## src/rtl/i2c_pkg.sv

```systemverilog
// Shared types and constants for the I2C target register file.
package i2c_pkg;

    typedef enum logic [3:0] {
        ST_IDLE,
        ST_ADDR,
        ST_ADDR_ACK,
        ST_WR_PTR,
        ST_WR_DATA,
        ST_WR_ACK,
        ST_RD_BYTE,
        ST_RD_ACK,
        ST_IGNORE
    } i2c_tgt_state_t;

    localparam logic       I2C_ACK                 = 1'b0;
    localparam logic       I2C_NACK                = 1'b1;
    localparam logic [6:0] I2C_DEFAULT_TARGET_ADDR = 7'h2A;

endpackage

```

## src/rtl/i2c_line_cond.sv

```systemverilog
// SCL/SDA synchronizer, optional 3-sample majority filter (I2C_TARGET_GLITCH_FILTER_EN)
// and registered SCL edge / START / STOP detection.
module i2c_line_cond (
    input  logic clk,
    input  logic rst_n,
    input  logic scl_in,
    input  logic sda_in,
    output logic scl_rise,
    output logic scl_fall,
    output logic sda_s,
    output logic start_det,
    output logic stop_det
);

    logic [1:0] scl_sync, sda_sync;
    logic       scl_c, sda_c, scl_d, sda_d;

    // Idle bus level is high; resetting to 1 avoids a phantom edge at reset release.
    always_ff @(posedge clk) begin
        if (!rst_n) begin
            scl_sync <= 2'b11;
            sda_sync <= 2'b11;
        end else begin
            scl_sync <= {scl_sync[0], scl_in};
            sda_sync <= {sda_sync[0], sda_in};
        end
    end

`ifdef I2C_TARGET_GLITCH_FILTER_EN
    logic [2:0] scl_h, sda_h;

    always_ff @(posedge clk) begin
        if (!rst_n) begin
            scl_h <= 3'b111;
            sda_h <= 3'b111;
        end else begin
            scl_h <= {scl_h[1:0], scl_sync[1]};
            sda_h <= {sda_h[1:0], sda_sync[1]};
        end
    end

    assign scl_c = (scl_h[0] & scl_h[1]) | (scl_h[0] & scl_h[2]) | (scl_h[1] & scl_h[2]);
    assign sda_c = (sda_h[0] & sda_h[1]) | (sda_h[0] & sda_h[2]) | (sda_h[1] & sda_h[2]);
`else
    assign scl_c = scl_sync[1];
    assign sda_c = sda_sync[1];
`endif

    // sda_d is the SDA sample aligned with the registered SCL edge flags.
    always_ff @(posedge clk) begin
        if (!rst_n) begin
            scl_d     <= 1'b1;
            sda_d     <= 1'b1;
            scl_rise  <= 1'b0;
            scl_fall  <= 1'b0;
            start_det <= 1'b0;
            stop_det  <= 1'b0;
        end else begin
            scl_d     <= scl_c;
            sda_d     <= sda_c;
            scl_rise  <= scl_c & ~scl_d;
            scl_fall  <= ~scl_c & scl_d;
            start_det <= scl_c & scl_d & sda_d & ~sda_c;
            stop_det  <= scl_c & scl_d & ~sda_d & sda_c;
        end
    end

    assign sda_s = sda_d;

endmodule

```

## src/rtl/i2c_target_regfile.sv

```systemverilog
// I2C target exposing a REG_DEPTH x 8 register file; never stretches SCL.
// Optional input glitch filter: I2C_TARGET_GLITCH_FILTER_EN (see i2c_line_cond).
module i2c_target_regfile
    import i2c_pkg::*;
#(
    parameter logic [6:0] TARGET_ADDR = I2C_DEFAULT_TARGET_ADDR,
    parameter int         REG_DEPTH   = 16
) (
    input  logic                         clk,
    input  logic                         rst_n,
    input  logic                         scl_in,
    input  logic                         sda_in,
    output logic                         sda_pull_low,
    input  logic [$clog2(REG_DEPTH)-1:0] local_addr,
    output logic [7:0]                   local_rdata,
    output logic                         wr_strobe,
    output logic [$clog2(REG_DEPTH)-1:0] wr_addr,
    output logic                         busy
);

    localparam int AW = $clog2(REG_DEPTH);

    logic           scl_rise, scl_fall, sda_s, start_det, stop_det;
    i2c_tgt_state_t state;
    logic [7:0]     shreg, rx_byte;
    logic [2:0]     bitcnt;
    logic           phase, rw;
    logic [AW-1:0]  ptr;
    logic [7:0]     regs [REG_DEPTH];

    i2c_line_cond u_cond (
        .clk       (clk),
        .rst_n     (rst_n),
        .scl_in    (scl_in),
        .sda_in    (sda_in),
        .scl_rise  (scl_rise),
        .scl_fall  (scl_fall),
        .sda_s     (sda_s),
        .start_det (start_det),
        .stop_det  (stop_det)
    );

    assign rx_byte     = {shreg[6:0], sda_s};
    assign local_rdata = regs[local_addr];

    always_ff @(posedge clk) begin
        wr_strobe <= 1'b0;
        if (!rst_n) begin
            state        <= ST_IDLE;
            shreg        <= '0;
            bitcnt       <= '0;
            phase        <= 1'b0;
            rw           <= 1'b0;
            ptr          <= '0;
            sda_pull_low <= 1'b0;
            wr_addr      <= '0;
            busy         <= 1'b0;
            for (int i = 0; i < REG_DEPTH; i++) regs[i] <= '0;
        end else if (stop_det) begin
            state        <= ST_IDLE;
            sda_pull_low <= 1'b0;
            busy         <= 1'b0;
        end else if (start_det) begin
            state        <= ST_ADDR;
            bitcnt       <= '0;
            sda_pull_low <= 1'b0;
            busy         <= 1'b1;
        end else begin
            case (state)
                // bitcnt wraps back to 0 on the 8th bit, ready for the next byte
                ST_ADDR, ST_WR_PTR, ST_WR_DATA: if (scl_rise) begin
                    shreg  <= rx_byte;
                    bitcnt <= bitcnt + 3'd1;
                    if (bitcnt == 3'd7) begin
                        phase <= 1'b0;
                        if (state == ST_ADDR) begin
                            rw    <= rx_byte[0];
                            state <= (rx_byte[7:1] == TARGET_ADDR) ? ST_ADDR_ACK : ST_IGNORE;
                        end else if (state == ST_WR_PTR) begin
                            ptr   <= rx_byte[AW-1:0];
                            state <= ST_WR_ACK;
                        end else begin
                            regs[ptr] <= rx_byte;
                            wr_strobe <= 1'b1;
                            wr_addr   <= ptr;
                            ptr       <= ptr + AW'(1);
                            state     <= ST_WR_ACK;
                        end
                    end
                end
                // First fall starts the ACK bit, second fall ends it.
                ST_ADDR_ACK, ST_WR_ACK: if (scl_fall) begin
                    if (!phase) begin
                        phase        <= 1'b1;
                        sda_pull_low <= ~I2C_ACK;
                    end else begin
                        phase <= 1'b0;
                        if (state == ST_ADDR_ACK && rw) begin
                            shreg        <= regs[ptr];
                            sda_pull_low <= ~regs[ptr][7];
                            bitcnt       <= '0;
                            state        <= ST_RD_BYTE;
                        end else begin
                            sda_pull_low <= 1'b0;
                            state        <= (state == ST_ADDR_ACK) ? ST_WR_PTR : ST_WR_DATA;
                        end
                    end
                end
                ST_RD_BYTE: if (scl_fall) begin
                    bitcnt <= bitcnt + 3'd1;
                    shreg  <= {shreg[6:0], 1'b0};
                    if (bitcnt == 3'd7) begin
                        sda_pull_low <= 1'b0;
                        ptr          <= ptr + AW'(1);
                        phase        <= 1'b0;
                        state        <= ST_RD_ACK;
                    end else begin
                        sda_pull_low <= ~shreg[6];
                    end
                end
                // phase holds the master's NACK from the rising edge
                ST_RD_ACK: begin
                    if (scl_rise) phase <= (sda_s == I2C_NACK);
                    if (scl_fall) begin
                        if (phase) begin
                            state <= ST_IGNORE;
                        end else begin
                            shreg        <= regs[ptr];
                            sda_pull_low <= ~regs[ptr][7];
                            bitcnt       <= '0;
                            state        <= ST_RD_BYTE;
                        end
                    end
                end
                default: ;
            endcase
        end
    end

endmodule

```

## config.mk

```make
export PLATFORM = sky130hd
export DESIGN_NAME = i2c_target_regfile
export DESIGN_NICKNAME = d
export VERILOG_FILES = /design/src/rtl/i2c_pkg.sv /design/src/rtl/i2c_line_cond.sv /design/src/rtl/i2c_target_regfile.sv
export SDC_FILE = /design/constraint.sdc
export NUM_CORES = 1
export LEC_CHECK = 0
export CAP_MARGIN = 5
export CORE_ASPECT_RATIO = 1.2
export CORE_MARGIN = 8
export CORE_UTILIZATION = 45
export CTS_BUF_LIST = sky130_fd_sc_hd__clkbuf_4 sky130_fd_sc_hd__clkbuf_8
export DETAILED_ROUTE_END_ITERATION = 7
export GPL_TIMING_DRIVEN = 0
export PLACE_DENSITY_LB_ADDON = 0.05
export SYNTH_ARGS = -nofsm -noshare
export SYNTH_HDL_FRONTEND = slang
export SYNTH_SLANG_ARGS = --single-unit
```

## constraint.sdc

```tcl
create_clock -name clk -period 2.51 [get_ports clk]
set_input_delay 0.3765 -clock clk [delete_from_list [all_inputs] [get_ports clk]]
set_output_delay 0.3765 -clock clk [all_outputs]
set_load 0.05 [all_outputs]
```

## Yosys cells after proc, flatten, opt, wreduce, memory -nomap -nowiden

Memory sizes are Yosys's and may differ from the RTL's. A register that Yosys moved wholly into a read port is not among the register bits.
Index checks and enable logic that the tools add are counted.

- Register bits: 37
- Memory bits (writable): 128
- Bits of input ports: 8
- Output and inout port bits: 15
- Logic and storage cells: 156
- Memories: 1

- $add $sub $neg: 2
- Equal/unequal tests: 29
- Multiplexer cells: 68
- Bitwise gates (word level): 18
- Reduce and logical (&&, ||, !) cells: 19

Memories:

| name | words | bits a word | rd ports | clocked after Yosys merged registers in | write ports | RTL line | RTL |
|---|---|---|---|---|---|---|---|
| regs | 16 | 8 | 2 | 1 | 16 | i2c_target_regfile.sv:29 | `logic [7:0] regs [REG_DEPTH];` |

Operators with widths:

| kind | number |
|---|---|
| 4-bit 2-to-1 mux | 19 |
| 7-bit 2-to-1 mux | 7 |
| 3-bit 2-to-1 mux | 10 |
| 7-bit case mux with 4 select lines | 1 |
| 1-bit 2-to-1 mux | 25 |
| 8-bit AND reduction | 3 |
| 4-bit by 3-bit equality test with 1-bit output (second input constant) | 4 |
| 4-bit case mux with 4 select lines | 1 |
| 3-bit by 2-bit != test with 1-bit output (second input constant) | 5 |
| 7-bit AND reduction | 2 |
| 2-bit != test (second input constant) | 6 |
| 3-bit by 1-bit != test with 1-bit output (second input constant) | 4 |
| 3-bit case mux with 4 select lines | 1 |
| 1-bit inverter | 11 |
| 2-bit by 1-bit != test with 1-bit output (second input constant) | 5 |
| 10-bit AND reduction | 1 |
| 9-bit AND reduction | 1 |
| 4-bit by 2-bit equality test with 1-bit output (second input constant) | 2 |
| 8-bit 2-to-1 mux | 1 |
| 4-bit case mux with 2 select lines | 1 |
| 8-bit OR reduction | 1 |
| 1-bit bitwise AND | 7 |
| 7-bit by 6-bit equality test with 1-bit output (second input constant) | 1 |
| 6-bit AND reduction | 1 |
| other kinds (14) | 16 |

## Logic depth before layout (Yosys ltp)

Gate-level depths: netlist of the first run.

- Word-level depth: 12
- Gate-level depth with buffers: 8
- Mapped depth without buffers: 7

## By module

From an unflattened synthesis of the first run, not the netlist that was laid out.

- Cells, all modules: 668
- Area total of the unflattened synthesis: 8882.3 um2

By module, submodules not included:

| module | times used | cells each | area each (um2) | sequential area each (um2) |
|---|---|---|---|---|
| i2c_target_regfile | 1 | 646 | 8590.7 | 4464.3 |
| i2c_line_cond | 1 | 22 | 291.5 | 200.2 |

## Worst setup path after synthesis of the first run

OpenSTA, ideal clock, no wires.

- Path type: reg2reg
- From: reg bitcnt[0]
- To: mem regs[13][0], enable pin
- Setup time: 0.384 ns
- Data arrival time: 1.937 ns
- Data required time: 2.126 ns
- Path slack: 0.189 ns
- Stages on the path, launching flop included: 8
- Path buffers: 2
- Period minus slack after synthesis: 2.321 ns
- Cell sequence: dfxtp_1 ha_1 ha_1 buf_4 and3_1 nand4_1 buf_2 o21ai_0

RTL lines:

| what | RTL line | RTL |
|---|---|---|
| start: declaration | i2c_target_regfile.sv:26 | `logic [2:0] bitcnt;` |
| start signal: assignment | i2c_target_regfile.sv:73 | `bitcnt <= bitcnt + 3'd1;` |
| start signal: assignment | i2c_target_regfile.sv:110 | `bitcnt <= bitcnt + 3'd1;` |
| end: declaration | i2c_target_regfile.sv:29 |  |

## Worst setup path after layout of the first run

- From: in local_addr[1]
- To: out local_rdata[5]

- Cells in the longest elaborated chain, start to end: 1

Ends and longest elaborated chain:

| what | RTL line | RTL |
|---|---|---|
| start: declaration | i2c_target_regfile.sv:14 | `input logic [$clog2(REG_DEPTH)-1:0] local_addr,` |
| memory 16 x 8 bit | n/a |  |
| end: declaration | i2c_target_regfile.sv:15 | `output logic [7:0] local_rdata,` |

No other way between the ends.

==> results.py, run 1 <==
metrics = {
    "timing": {
        "finalSetupViolations": 1,
        "timing.slew.headroom": 0.341,
        "clock_skew_ns": 0.0134,
        "rsz0062_at_grt": "true",
        "period_needed_ns": 2.54,
        "max_freq_mhz": 394,
        "tightest_slew_ns": 0.989,
        "hold_viol_final": 0,
        "drv_slew": 0,
        "setup_slack_ns": -0.0278,
        "min_period_over_period": 1.01,
    },
    "worst_setup_path": {
        "cp_max_fo": 10,
        "r2r_start": "bitcnt[0]$_SDFFE_PN0P_",
        "rr_endpoint": "regs[1][5]$_SDFFCE_PN0P_",
        "cp-start-kind": "input pin",
        "crit_type": "input pin to output port",
        "cp-end-kind": "output port",
        "crit_top_cell": "mux4_2",
        "critPathRequiredTime_ns": 2.13,
        "crit_path_top_delay_cell": "mux4_2",
        "worst-path-buf-inv": 3,
        "reg2reg_setup_slack_ns": 0.14,
        "path_depth": 5,
        "reg2regPathDepth": 7,
        "cp_top_family": "buffers and inverters",
        "critPathArrivalTime_ns": 2.16,
        "slowest_delay_ns": 0.52,
        "crit_path_cell_trace": "clkdlybuf4s15_1 > buf_6 > mux4_2 > mux4_2 > buf_2",
    },
    "placement": {
        "dp.cells": 983,
        "dp_slack_ns": -1.30,
        "numPortBuffers": 19,
        "gp_congestion": 0.942,
        "placed_cell_area_um2": 9660,
        "dpl.hpwl_um": 20500,
    },
    "clock_tree": {
        "cts_max_level": 4,
        "cts_buffers": 17,
        "cts_tree": "built",
        "cts.clk_slew.worst_paths_ns": 0.09,
        "clock_path_buffers": 2,
        "cts.sinks": 169,
        "cts_root_buffer": "clkbuf_8",
        "cts_hold_buf": 0,
        "clock_latency_ns": 0.47,
    },
    "worst_hold_path": {
        "holdPathStages": 1,
        "hp-class": "register to register",
        "worstHoldEndpoint": "u_cond.sda_sync[1]$_SDFF_PN1_",
        "hold_start": "u_cond.sda_sync[0]$_SDFF_PN1_",
    },
    "drt": {
        "ant_nets": 0,
        "route.detailed.drc": 0,
        "vias_per_cell": 6.07,
        "routed_wl_um": 27600,
        "vias": 6164,
        "first_pass_iters": 5,
        "initialDrtViolationCount": 536,
        "post_drt_wl_per_cell_um": 27.1,
    },
    "die": {
        "core_area_um2": 20000,
        "start_util": 0.454,
        "fp.dieH_um": 172,
        "rows": 57,
        "ioPinCount": 23,
        "dieArea_um2": 25100,
        "die_w_um": 146,
    },
    "synth": {
        "yosys.area_share.simple": 0.164,
        "syn_inst": 695,
        "ys_top_cells_by_area": "edfxtp_1 (42%), mux4_2 (17%), dfxtp_1 (9.0%)",
        "synth_edf_count": 128,
        "yosysSeqAreaShare": 0.512,
        "syn_area_um2": 9100,
        "async_flop_share": 0,
        "synth.mux.area_fraction": 0.194,
        "synth_compound_area_frac": 0.0812,
        "synthAdderAreaFrac": 0.00825,
        "synth_cell_types": 66,
        "yosysMostFrequentCell": "edfxtp_1",
        "synth_nets": 709,
        "synth-seq-cells": 169,
        "yosys_warnings": 0,
        "synth_xor_area_frac": 0,
        "yosys-top-cells-count": "edfxtp_1 (128), and2_1 (115), mux4_2 (68), dfxtp_1 (41), nand2_1 (29)",
        "yosysTopAreaCellShare": 0.422,
        "ys.flop_type": "edfxtp_1",
        "syn_avg_cell_area_um2": 13.1,
        "yosysTopAreaCell": "edfxtp_1",
        "synth_top_family_by_area": "multiplexers",
    },
    "global_route": {
        "grt_overflow": 0,
        "gr-usage-all-layers": 0.225,
        "antenna_found_initial": 0,
        "grt_pass1_vias": 6389,
        "grt_max_degree": 17,
        "grt_pass1_wl_um": 40800,
    },
    "layout": {
        "multi_input_area_um2": 4190,
        "insertedDiodeCount": 0,
        "syn_to_final_growth_pct": 12.3,
        "nFillCells": 1769,
        "design_area_um2": 10200,
        "fin_nets": 752,
        "drive_above_1_share": 0.245,
        "stdcell_count": 1016,
        "final_util": 0.510,
        "seqCellArea_um2": 4660,
    },
    "run_status": {
        "violations": "setup timing",
        "status": "complete, but fails checks",
    },
    "job": {
        "cap_violations": 0,
    },
    "pwr": {
        "p_sw_uw": 1490,
        "clkPwrFrac": 0.359,
        "power_frac_comb": 0.095,
        "p_int_uw": 4360,
        "power_density_nw_per_um2": 572,
        "sequentialPowerShare": 0.546,
        "vdd_ir_drop_max_mv": 0.348,
        "switching_share": 0.255,
        "power_leakage_uw": 0.00331,
    },
}
## layout by cell type (no fill, tap or decap), types with 7 or more instances in the layout
cell / n
and2_1: 115
nand3b_1: 7
a31oi_1: 9
nand3_1: 10
nor2_1: 25
nand2_1: 29
clkbuf_1: 23
a22oi_1: 8
clkbuf_8: 17
mux4_2: 68
mux2i_1: 21
o21ai_1: 8
o21ai_0: 16
buf_6: 14
nor2b_1: 13
nor3_1: 22
dfxtp_1: 41
clkdlybuf4s50_1: 10
buf_4: 14
buf_2: 17
nand2b_1: 14
edfxtp_1: 128
o21ai_4: 8
## registers in the layout, indices dropped and copies added (netlist names), 2 cells and up, named ones only
register / cells
wr_addr: 4
shreg: 7
ptr: 4
u_cond.scl_sync: 2
regs: 128
u_cond.sda_sync: 2
state: 4
bitcnt: 3
## area by class of cell
class,count,area share
clock inverters,14,0.0179
multi-input cells,457,0.410
inverters,8,0.00294
well taps,265,0.0324
clock buffers,18,0.0236
flip-flops and latches,169,0.456
plain buffers,61,0.0348
repair buffers,24,0.0219
## worst register-to-register path: cells and delay by family, from the launching register on
kind	cells	cell delay, ns
buffers and inverters	2	0.43
adders and majority gates	2	0.31
and+or+nand+nor	2	0.46
AOI/OAI and AO/OA	1	0.45
DFF	1	0.39
## worst max path at each step
stage	startpoint	endpoint	slack, ns
after floorplan	bitcnt[0]$_SDFFE_PN0P_	regs[13][0]$_SDFFCE_PN0P_	0.19
after global placement	local_addr[1]	local_rdata[5]	-1.28
after detailed placement	local_addr[1]	local_rdata[5]	-1.30
after CTS	regs[7][5]$_SDFFCE_PN0P_	local_rdata[5]	-0.17
after global routing	regs[14][5]$_SDFFCE_PN0P_	local_rdata[5]	-0.08
final	local_addr[1]	local_rdata[5]	-0.03
## power by group through the flow
| stage | Combinational (uW) | Clock [uW] | Sequential, uW |
|---|---|---|---|
| 5_1_grt | 579 | 2220 | 3200 |
| 2_1_floorplan | 359 | 0 | 3210 |
| 6_report | 556 | 2100 | 3190 |
| 4_1_cts | 544 | 2120 | 3190 |
| 3_5_place_dp | 540 | 0 | 3260 |
| 3_3_place_gp | 529 | 0 | 3250 |
## what timing repair did
action / in CTS / in global routing
endpoints found under the setup margin: 111 / 73
buffers inserted: 1 / 0
resized for setup: 69 / 20
## metal layers
metal	GRT usage	routed length, um	vias up
met3	0.0313	1260	50
met5	0	0	-
met1	0.255	10500	3156
met4	0.0834	817	0
li1	-	-	2719
met2	0.423	15000	239
## kinds of logic (layout without fill, tap and decap cells)
group,after synthesis,count (layout)
compound gates,101,101
fa+ha+maj,6,6
buf+inv,69,125
flops,169,169
mux,91,91
simple gates,259,259
## metrics by stage
step / TNS, ns / total power [uW] / hold WS [ns]
after floorplan: 0 / 3570 / 0.386
after global placement: -50.92 / 3780 / 0.395
after detailed placement: -35.48 / 3800 / 0.403
after CTS: -0.172 / 5850 / 0.434
after global routing: -1.10 / 6000 / 0.453
final: -0.0278 / 5850 / 0.424
No activity file was read; power rests on OpenSTA's default activity.
==> run 2: changes to the inputs <==
--- a/config.mk
+++ b/config.mk
@@ -11,7 +11,6 @@
 export CORE_UTILIZATION = 45
 export CTS_BUF_LIST = sky130_fd_sc_hd__clkbuf_4 sky130_fd_sc_hd__clkbuf_8
 export DETAILED_ROUTE_END_ITERATION = 7
-export GPL_TIMING_DRIVEN = 0
 export PLACE_DENSITY_LB_ADDON = 0.05
 export SYNTH_ARGS = -nofsm -noshare
 export SYNTH_HDL_FRONTEND = slang
==> results.py, run 2 (synthesis gave the netlist of run 1 again) <==
metrics = {
    "run_status": {
        "status": "finished, final reports clean",
    },
    "worst_setup_path": {
        "crit_type": "register to output port",
        "critPathRequiredTime_ns": 2.13,
        "critPathArrivalTime_ns": 2.12,
        "cp-end-kind": "output port",
        "cp-start-kind": "register",
        "cp_max_fo": 2,
    },
    "pwr": {
        "p_int_uw": 4190,
        "clkPwrFrac": 0.335,
        "power_leakage_uw": 0.00341,
        "sequentialPowerShare": 0.568,
        "power_frac_comb": 0.097,
        "vdd_ir_drop_max_mv": 0.330,
        "p_sw_uw": 1460,
        "switching_share": 0.258,
        "power_density_nw_per_um2": 549,
    },
    "clock_tree": {
        "cts_root_buffer": "clkbuf_8",
        "cts_hold_buf": 0,
        "cts.sinks": 169,
        "cts_tree": "built",
        "post_cts_buffers": 0,
        "cts_buffers": 17,
        "clock_latency_ns": 0.47,
        "cts.clk_slew.worst_paths_ns": 0.09,
        "cts_max_level": 4,
        "clock_path_buffers": 2,
    },
    "layout": {
        "syn_to_final_growth_pct": 13.0,
        "fin_nets": 754,
        "layout_common_cells": "edfxtp_1 (128), and2_1 (115), mux4_2 (68)",
        "final_common_cell": "edfxtp_1",
        "largest_reg_flops": 128,
        "drive_above_1_share": 0.260,
        "insertedDiodeCount": 0,
        "top_regs": "regs: 128 flops, shreg: 7 flops",
        "final_util": 0.513,
        "top_register": "regs",
    },
    "drt": {
        "ant_nets": 0,
        "first_pass_iters": 4,
        "wl_met2_um": 13800,
        "vias": 5992,
        "initialDrtViolationCount": 478,
        "post_drt_wl_per_cell_um": 24.8,
        "top_layer_used": "met4",
        "routedLengthMet1_um": 9430,
        "vias_per_cell": 5.89,
        "routed_wl_um": 25300,
        "route.detailed.drc": 0,
        "wl_met3_um": 814,
    },
    "global_route": {
        "grt_overflow": 0,
        "grt_pass1_wl_um": 37700,
        "grt_pass1_vias": 6206,
        "antenna_found_initial": 0,
        "grt_max_degree": 37,
        "gr-usage-all-layers": 0.206,
    },
    "timing": {
        "clock_skew_ns": 0.0156,
        "rsz0062_at_grt": "true",
        "holdWs_ns": 0.416,
        "tightest_slew_ns": 0.640,
        "min_period_over_period": 0.994,
        "max_freq_mhz": 401,
        "drv_slew": 0,
        "setup_slack_ns": 0.0145,
        "timing.slew.headroom": 0.567,
        "fin_setup_tns_ns": 0,
        "period_needed_ns": 2.50,
        "hold_viol_final": 0,
        "finalSetupViolations": 0,
    },
    "die": {
        "core_area_um2": 20000,
        "fp.dieH_um": 172,
        "ioPinCount": 23,
        "die_w_um": 146,
        "start_util": 0.454,
        "dieArea_um2": 25100,
        "rows": 57,
    },
    "job": {
        "cap_violations": 0,
    },
    "placement": {
        "dp_slack_ns": -0.0541,
        "gp_congestion": 0.886,
        "numPortBuffers": 22,
        "dpl.hpwl_um": 19400,
    },
    "worst_hold_path": {
        "hp-class": "register to register",
    },
}
run 2: changes by cell type in the layout (fill, tap and decap cells not counted), moves of 8 or more:
cell      change
buf_4        +45
clkbuf_1     -23
buf_2        -16
o21ai_1      +10
o21ai_4       -8
run 2: critical path, stage by stage, from the launching register on:
cell and delay, ns:
edfxtp_1 0.48, mux4_2 0.49, mux4_2 0.51, buf_6 0.18
run 2: power by group through the flow:
stage | clock network (uW) | logic, uW | registers [uW]
after global routing | 2040 | 578 | 3220
final | 1890 | 547 | 3210
after CTS | 1920 | 541 | 3210
after global placement | 0 | 517 | 3280
after detailed placement | 0 | 527 | 3280
after floorplan | 0 | 359 | 3210
run 2: repair_timing:
action / CTS / global route
cloned: 1 / 0
gates resized for setup: 4 / 6
setup endpoints to repair: 8 / 8
run 2: path summary, 6_finish.rpt:
check                                start                             to  slack (ns)  depth (start not counted)
max               regs[3][6]$_SDFFCE_PN0P_                 local_rdata[6]        0.01                          3
min          u_cond.sda_sync[0]$_SDFF_PN1_  u_cond.sda_sync[1]$_SDFF_PN1_        0.42                          1
max reg2reg         bitcnt[0]$_SDFFE_PN0P_          state[0]$_SDFFE_PP0P_        0.26                          8
min reg2reg  u_cond.sda_sync[0]$_SDFF_PN1_  u_cond.sda_sync[1]$_SDFF_PN1_        0.42                          1
run 2: metal layers:
metal	GRT usage	vias to the layer above
met5	0	-
li1	-	2715
met4	0.124	0
met3	0.0337	64
met1	0.216	3025
met2	0.383	188
run 2: area by class of cell:
type | count | area (um2)
Fill cell | 1759 | 9750
Timing Repair Buffer | 87 | 801
Multi-Input combinational cell | 457 | 4080
Tap cell | 265 | 332
Inverter | 8 | 30.0
Sequential cell | 169 | 4670
Clock buffer | 18 | 241
Clock inverter | 14 | 139
run 2: through the flow:
stage,instance area [um2],total power [uW],instances
after floorplan,9100,3570,695
after global placement,9840,3800,985
after detailed placement,9840,3800,985
after CTS,10300,5680,1018
after global routing,10300,5840,1018
final,10300,5650,1018
==> run 3: changes to the inputs <==
==> constraint.sdc (replaced) <==
create_clock -name clk -period 2.4 [get_ports clk]
set_input_delay 0.36 -clock clk [delete_from_list [all_inputs] [get_ports clk]]
set_output_delay 0.36 -clock clk [all_outputs]
set_load 0.05 [all_outputs]
==> results.py, run 3 (synthesis gave the netlist of run 1 again) <==
metrics = {
    "drt": {
        "route.detailed.drc": 0,
        "wl_met2_um": 13800,
        "wl_met3_um": 985,
        "routed_wl_um": 25000,
        "post_drt_wl_per_cell_um": 24.4,
        "top_layer_used": "met4",
        "routedLengthMet1_um": 9230,
        "vias": 5979,
        "first_pass_iters": 5,
        "vias_per_cell": 5.84,
        "ant_nets": 0,
        "initialDrtViolationCount": 389,
    },
    "clock_tree": {
        "cts.clk_slew.worst_paths_ns": 0.10,
        "clock_path_buffers": 2,
        "cts.sinks": 169,
        "cts_max_level": 4,
        "cts_buffers": 17,
        "clock_latency_ns": 0.46,
        "cts_root_buffer": "clkbuf_8",
        "cts_tree": "built",
        "post_cts_buffers": 0,
        "cts_hold_buf": 0,
    },
    "layout": {
        "final_common_cell": "edfxtp_1",
        "multi_input_area_um2": 4080,
        "insertedDiodeCount": 0,
        "largest_reg_flops": 128,
        "seqCellArea_um2": 4670,
        "top_regs": "regs: 128 flops, shreg: 7 flops",
        "layout_common_cells": "edfxtp_1 (128), and2_1 (115), mux4_2 (68)",
        "nFillCells": 1738,
        "top_register": "regs",
        "fin_nets": 760,
        "syn_to_final_growth_pct": 13.8,
        "drive_above_1_share": 0.271,
    },
    "worst_setup_path": {
        "worst-path-buf-inv": 1,
        "critPathArrivalTime_ns": 2.10,
        "cp_max_fo": 2,
        "crit_top_cell": "mux4_2",
        "cp-end-kind": "output port",
        "cp_top_family": "multiplexers",
        "crit_path_top_delay_cell": "mux4_2",
        "slowest_delay_ns": 0.52,
        "crit_path_cell_trace": "mux4_2 > mux4_2 > buf_6",
        "critPathRequiredTime_ns": 2.04,
        "crit_type": "register to output port",
        "cp-start-kind": "register",
    },
    "timing": {
        "holdWs_ns": 0.431,
        "period_needed_ns": 2.46,
        "setup_slack_ns": -0.0618,
        "max_freq_mhz": 406,
        "tightest_slew_ns": 0.636,
        "rsz0062_at_grt": "true",
        "min_period_over_period": 1.03,
        "timing.slew.headroom": 0.571,
        "drv_slew": 0,
        "hold_viol_final": 0,
        "finalSetupViolations": 8,
        "clock_skew_ns": 0.0176,
    },
    "worst_hold_path": {
        "hp-class": "register to register",
    },
    "die": {
        "fp.dieH_um": 172,
        "core_area_um2": 20000,
        "start_util": 0.454,
        "ioPinCount": 23,
        "rows": 57,
        "dieArea_um2": 25100,
        "die_w_um": 146,
    },
    "global_route": {
        "grt_max_degree": 37,
        "grt_overflow": 0,
        "grt_pass1_vias": 6384,
        "gr-usage-all-layers": 0.204,
        "antenna_found_initial": 0,
        "grt_pass1_wl_um": 37900,
    },
    "placement": {
        "gp_congestion": 0.913,
        "dpl.hpwl_um": 19300,
        "dp_slack_ns": -0.152,
        "numPortBuffers": 22,
    },
    "pwr": {
        "vdd_ir_drop_max_mv": 0.358,
        "power_leakage_uw": 0.00343,
        "power_density_nw_per_um2": 579,
    },
    "job": {
        "cap_violations": 0,
    },
    "run_status": {
        "status": "complete, but fails checks",
        "violations": "setup timing",
    },
}
[run 3: cell type report]
class	instances	area share
Timing Repair Buffer	93	0.0815
Inverter	8	0.00290
Clock buffer	18	0.0233
Clock inverter	14	0.0157
Sequential cell	169	0.450
Tap cell	265	0.0320
Multi-Input combinational cell	457	0.394
[run 3: path summary, 6_finish.rpt]
kind | startpoint | endpoint | slack (ns) | cells past startpoint
hold reg to reg | u_cond.sda_sync[0]$_SDFF_PN1_ | u_cond.sda_sync[1]$_SDFF_PN1_ | 0.43 | 1
setup / recovery | regs[2][7]$_SDFFCE_PN0P_ | local_rdata[7] | -0.06 | 3
setup reg to reg | bitcnt[0]$_SDFFE_PN0P_ | regs[15][2]$_SDFFCE_PN0P_ | 0.25 | 7
hold / removal | u_cond.sda_sync[0]$_SDFF_PN1_ | u_cond.sda_sync[1]$_SDFF_PN1_ | 0.43 | 1
[run 3: timing repair]
action,CTS,global route
gates resized for setup,9,2
endpoints found under the setup margin,8,19
cloned,1,0
[run 3: where the power goes]
| group | leakage, uW | internal (uW) | switching [uW] |
|---|---|---|---|
| Combinational | 0.00169 | 276 | 302 |
| Clock | 0.000194 | 961 | 1110 |
| Sequential | 0.00155 | 3250 | 101 |
[run 3: per-stage QoR]
| step | util | power, uW | setup TNS [ns] | cell area, um2 | std cells |
|---|---|---|---|---|---|
| after floorplan | - | 3730 | 0 | 9100 | 695 |
| after global placement | 0.493 | 3970 | -0.709 | 9890 | 991 |
| after detailed placement | 0.493 | 3980 | -0.915 | 9890 | 991 |
| after CTS | 0.517 | 6050 | -0.498 | 10400 | 1024 |
| after global routing | 0.517 | 6210 | -0.711 | 10400 | 1024 |
| final | 0.517 | 6000 | -0.229 | 10400 | 1024 |
[run 3: per-layer routing]
metal,track usage,vias to the layer above
li1,-,2733
met1,0.216,3010
met2,0.393,186
met3,0.0305,50
met4,0.0979,0
met5,0,-
